[src/rtl/debounce_pkg.sv]
// Shared definitions for the key debounce block and its neighbours:
// FSM state encoding, board clock rate and a ms-to-cycles helper.
package debounce_pkg;

    typedef enum logic [1:0] {
        ST_IDLE        = 2'd0,
        ST_ARM_PRESS   = 2'd1,
        ST_PRESSED     = 2'd2,
        ST_ARM_RELEASE = 2'd3
    } state_t;

    localparam int CLK_HZ = 50_000_000;

    function automatic int ms_to_cycles(input int ms);
        return (CLK_HZ / 1000) * ms;
    endfunction

endpackage

[src/rtl/sync_2ff.sv]
// Two-flop synchroniser for asynchronous board inputs (keys, switches).
// Synchronous active-high reset loads both flops with RST_VAL.
module sync_2ff #(
    parameter logic RST_VAL = 1'b0
) (
    input  logic i_clk,
    input  logic i_rst,
    input  logic i_d,
    output logic o_q
);

    logic r_ff1;
    logic r_ff2;

    always_ff @(posedge i_clk) begin
        if (i_rst) begin
            r_ff1 <= RST_VAL;
            r_ff2 <= RST_VAL;
        end else begin
            r_ff1 <= i_d;
            r_ff2 <= r_ff1;
        end
    end

    assign o_q = r_ff2;

endmodule

[src/rtl/key_debounce_toggle.sv]
// Pushbutton conditioner: sync, debounce FSM, press/release pulses and
// a press-toggled enable that drives the LED blinker run/hold control.
module key_debounce_toggle
    import debounce_pkg::*;
#(
    parameter int DEBOUNCE_CYCLES = ms_to_cycles(20),
    parameter bit ACTIVE_LOW      = 1'b1
) (
    input  logic CLOCK_50,
    input  logic reset,
    input  logic key_in,
    output logic btn_level,
    output logic press_pulse,
    output logic release_pulse,
    output logic toggle_q
);

    localparam int CNT_W = $clog2(DEBOUNCE_CYCLES);
    localparam logic [CNT_W-1:0] CNT_LAST = CNT_W'(DEBOUNCE_CYCLES - 1);

    logic             w_key_sync;
    logic             w_key_s;
    state_t           r_state;
    state_t           w_state_nxt;
    logic [CNT_W-1:0] r_cnt;
    logic [CNT_W-1:0] w_cnt_nxt;
    logic             r_press;
    logic             w_press_nxt;
    logic             r_release;
    logic             w_release_nxt;
    logic             r_toggle;
    logic             w_toggle_nxt;

    sync_2ff #(
        .RST_VAL (ACTIVE_LOW)
    ) u_sync (
        .i_clk (CLOCK_50),
        .i_rst (reset),
        .i_d   (key_in),
        .o_q   (w_key_sync)
    );

    // Normalise polarity so 1 always means pressed.
    assign w_key_s = w_key_sync ^ ACTIVE_LOW;

    always_ff @(posedge CLOCK_50) begin
        if (reset) begin
            r_state   <= ST_IDLE;
            r_cnt     <= '0;
            r_press   <= 1'b0;
            r_release <= 1'b0;
            r_toggle  <= 1'b0;
        end else begin
            r_state   <= w_state_nxt;
            r_cnt     <= w_cnt_nxt;
            r_press   <= w_press_nxt;
            r_release <= w_release_nxt;
            r_toggle  <= w_toggle_nxt;
        end
    end

    always_comb begin
        w_state_nxt   = r_state;
        w_cnt_nxt     = r_cnt;
        w_press_nxt   = 1'b0;
        w_release_nxt = 1'b0;
        w_toggle_nxt  = r_toggle;
        unique case (r_state)
            ST_IDLE: begin
                if (w_key_s) begin
                    w_state_nxt = ST_ARM_PRESS;
                    w_cnt_nxt   = '0;
                end
            end
            ST_ARM_PRESS: begin
                if (!w_key_s) begin
                    w_state_nxt = ST_IDLE;
                    w_cnt_nxt   = '0;
                end else if (r_cnt == CNT_LAST) begin
                    w_state_nxt  = ST_PRESSED;
                    w_cnt_nxt    = '0;
                    w_press_nxt  = 1'b1;
                    w_toggle_nxt = ~r_toggle;
                end else begin
                    w_cnt_nxt = r_cnt + CNT_W'(1);
                end
            end
            ST_PRESSED: begin
                if (!w_key_s) begin
                    w_state_nxt = ST_ARM_RELEASE;
                    w_cnt_nxt   = '0;
                end
            end
            ST_ARM_RELEASE: begin
                if (w_key_s) begin
                    w_state_nxt = ST_PRESSED;
                    w_cnt_nxt   = '0;
                end else if (r_cnt == CNT_LAST) begin
                    w_state_nxt   = ST_IDLE;
                    w_cnt_nxt     = '0;
                    w_release_nxt = 1'b1;
                end else begin
                    w_cnt_nxt = r_cnt + CNT_W'(1);
                end
            end
            default: begin
                w_state_nxt = ST_IDLE;
                w_cnt_nxt   = '0;
            end
        endcase
    end

    assign btn_level     = (r_state == ST_PRESSED) ||
                           (r_state == ST_ARM_RELEASE);
    assign press_pulse   = r_press;
    assign release_pulse = r_release;
    assign toggle_q      = r_toggle;

endmodule
[config.mk]
export PLATFORM = sky130hd
export DESIGN_NAME = key_debounce_toggle
export DESIGN_NICKNAME = d
export VERILOG_FILES = /design/src/rtl/debounce_pkg.sv /design/src/rtl/sync_2ff.sv /design/src/rtl/key_debounce_toggle.sv
export SDC_FILE = /design/constraint.sdc
export NUM_CORES = 1
export LEC_CHECK = 0
export CAP_MARGIN = 20
export CORE_UTILIZATION = 55
export DETAILED_ROUTE_END_ITERATION = 10
export PLACE_DENSITY = 0.74
export SYNTH_ARGS = -nofsm -noshare
export SYNTH_HDL_FRONTEND = slang
export SYNTH_HIERARCHICAL = 1
export SYNTH_SLANG_ARGS = --single-unit
[constraint.sdc]
create_clock -name CLOCK_50 -period 3.2 [get_ports CLOCK_50]
set_input_delay 0.64 -clock CLOCK_50 [delete_from_list [all_inputs] [get_ports CLOCK_50]]
set_output_delay 0.64 -clock CLOCK_50 [all_outputs]
set_load 0.005 [all_outputs]
==> results_dict.tcl <==
set metrics [dict create \
    outcome "finished, final reports clean" \
    design_area_um2 1380 \
    swShare_pct 21.6 \
    drive_gt1_share_pct 9.66 \
    via_per_inst 6.28 \
    max_freq_ghz 0.465 \
    synthTopCellsByArea "dfxtp_1 42%, a22o_1 5.4%, a31oi_1 4.3%" \
    seq_power_share_pct 67.9 \
    io_buffers 6 \
    routabilityCongestion 0.742 \
    critPathMaxStageDelay_ns 0.44 \
    min_path_type "flip-flop to flip-flop" \
    first_iter_violations 32 \
    p_int_uw 392 \
    post_cts_resized 0 \
    cts-root-buf "clkbuf_4" \
    cp_cell_sequence "ha_1 > nand3_2 > nor3_2 > a211oi_2 > buf_4 > and3_2 > a221o_1" \
    grt_max_degree 30 \
    synth_flop_cell "dfxtp_1" \
    power.share.combinational_pct 3.3 \
    cts_made_buffers 3 \
    placed_cell_area_um2 1350 \
    pre_cts_slack_ns 0.916 \
    ys_ff_latch 27 \
    maxSlewViolCount 0 \
    place.detailed.instances 169 \
    start_util_pct 58.5 \
    setup-tns-final_ns 0 \
    period_needed_ns 2.15 \
    path_buf_inv 1 \
    p_per_area_nw_per_um2 363 \
    cts.sinks 27 \
    clockBufferDepth 2 \
    routedWlPerCell_um 14.6 \
    pin_count 7 \
    syn_area_um2 1290 \
    synth_edf_count 0 \
    setup_viol 0 \
    final_nets 150 \
    postSynthAreaPerCell_um2 9.12 \
    r2r_cells 7 \
    fin_hold_ws_ns 0.425 \
    power_uw 500 \
    reg2reg_slack_ns 1.05 \
    area_growth_pct 6.28 \
    holdBufCountCts 0 \
    cts_tree "done" \
    critPathLaunch "r_cnt[0]" \
    yosysSeqAreaShare_pct 41.7 \
    dp_hpwl_mm 1.74 \
    placement_rows 17 \
    slew_headroom_pct 46.6 \
    peakVddDrop_v 0.000256 \
    p_leak_nw 0.436 \
    crit_family "simple AND/OR/NAND/NOR gates" \
    die_w_um 50.5 \
    required_ns 3.42 \
    yosysMostFrequentCell "dfxtp_1" \
    maxCapViolCount 0 \
    first_pass_iters 4 \
    period_share_pct 67.2 \
    drtAntennaViolNets 0 \
    yosys-top-cells-count "27 x dfxtp_1, 10 x nand2_1, 10 x nand3_1, 9 x a21oi_1, 9 x a31oi_1" \
    grt_overflow 0 \
    grt_pass1_vias 931 \
    start_kind "flip-flop" \
    yosys_warnings 6 \
    tightest_slew_ns 0.799 \
    yosysUniqueCellTypes 45 \
    core_area_um2 2210 \
    p_clk_share_pct 28.8 \
    power_switching_uw 108 \
    antenna_found_initial 0 \
    final_cell_count_no_fill 173 \
    grt_usage_pct 21.0 \
    postCtsSetupBuffers 0 \
    worstPathArrival_ns 2.37 \
    critPathSlowestCell "dfxtp_1" \
    cp_max_fo 29 \
    worst-path-stages 7 \
    post-route-util_pct 62.2 \
    die_h_um 50.5 \
    fin_ws_ns 1.05 \
    rsz0062_at_grt "no" \
    critPathCaptureType "flip-flop" \
    finClkSkew_ns 0.00454 \
    insertion_delay_ns 0.32 \
    synth-async-reset-ratio_pct 0 \
    grt_pass1_wl_mm 4.06 \
    via_count 1086 \
    netlist.area_leader.share_pct 41.7 \
    cts-htree-levels 1 \
    synth.net_count 146 \
    routed_wl_mm 2.53 \
    die_area_um2 2550 \
    synth.largest_area_cell "dfxtp_1" \
    netlist_instances 142 \
    diodes 0 \
    path_class "flip-flop to flip-flop" \
    hold_viol 0 \
    r2r-start "r_cnt[0]" \
    drc 0 \
    r2r_end "r_cnt[9]" \
    clkTransAtPathRegs_ns 0.14 \
    critPathCapture "r_cnt[9]" \
]
-- kinds of logic after synthesis --
kind of cell    count (synthesis)  share of synthesized area (%)
simple gates                   61                           28.3
buf+inv                         9                           3.96
mux                             2                           1.64
xor+xnor                        7                           4.73
fa+ha+maj                       1                          0.966
compound gates                 35                           18.6
flops                          27                           41.7
-- worst min path at each step --
| stage | from | to | depth (start not counted) |
|---|---|---|---|
| after CTS | u_sync/r_ff1 | u_sync/o_q | 1 |
| after global placement | u_sync/r_ff1 | u_sync/o_q | 1 |
| after floorplan | u_sync/r_ff1 | u_sync/o_q | 1 |
| final | u_sync/r_ff1 | u_sync/o_q | 1 |
| after detailed placement | u_sync/r_ff1 | u_sync/o_q | 1 |
| after global routing | u_sync/r_ff1 | u_sync/o_q | 1 |
-- area by class of cell --
class                   instances  area (um2)
fillers                       193         836
multi-input cells             106         703
flip-flops and latches         27         541
repair buffers                  7        67.6
well taps                      28        35.0
clock buffers                   4        26.3
inverters                       1        3.75
-- cell usage in the layout (no fill, tap or decap), drive strengths merged --
cell type / count
nand2b: 3
nand4: 6
o211ai: 1
a31oi: 9
xor2: 1
nor4bb: 1
nor4: 3
nand2: 10
nand3: 12
mux2: 1
or4: 2
and3b: 1
a32oi: 1
a41oi: 1
a21oi: 9
and3: 4
clkdlybuf4s50: 6
or3: 1
mux2i: 1
a221o: 1
o21ai: 3
or2: 4
and4: 2
o31ai: 1
nor3: 3
a211oi: 1
xnor2: 6
a22o: 8
buf: 1
inv: 1
clkbuf: 4
nor2: 8
dfxtp: 27
nor4b: 1
ha: 1
-- sequential cells by signal, summed over array words and instances, names as in the netlist, named ones only --
name           flops
press_pulse        1
u_sync/r_ff1       1
toggle_q           1
u_sync/o_q         1
release_pulse      1
r_cnt             20
r_state            1
-- layer usage --
metal	GRT usage, %	wire, um	vias to the layer above
li1	-	-	543
met1	27.2	1270	519
met2	34.4	1170	20
met3	3.03	56	4
met4	9.26	29	0
met5	0	0	-
-- power by group through the flow --
stage               combinational, mW  sequential, mW  clock, mW
finish                         0.0167           0.339      0.144
global route                   0.0181           0.340      0.161
CTS                            0.0164           0.339      0.148
detailed placement             0.0164           0.347          0
global placement               0.0157           0.347          0
floorplan                      0.0117           0.346          0
Power figures use the tool's default switching activity.
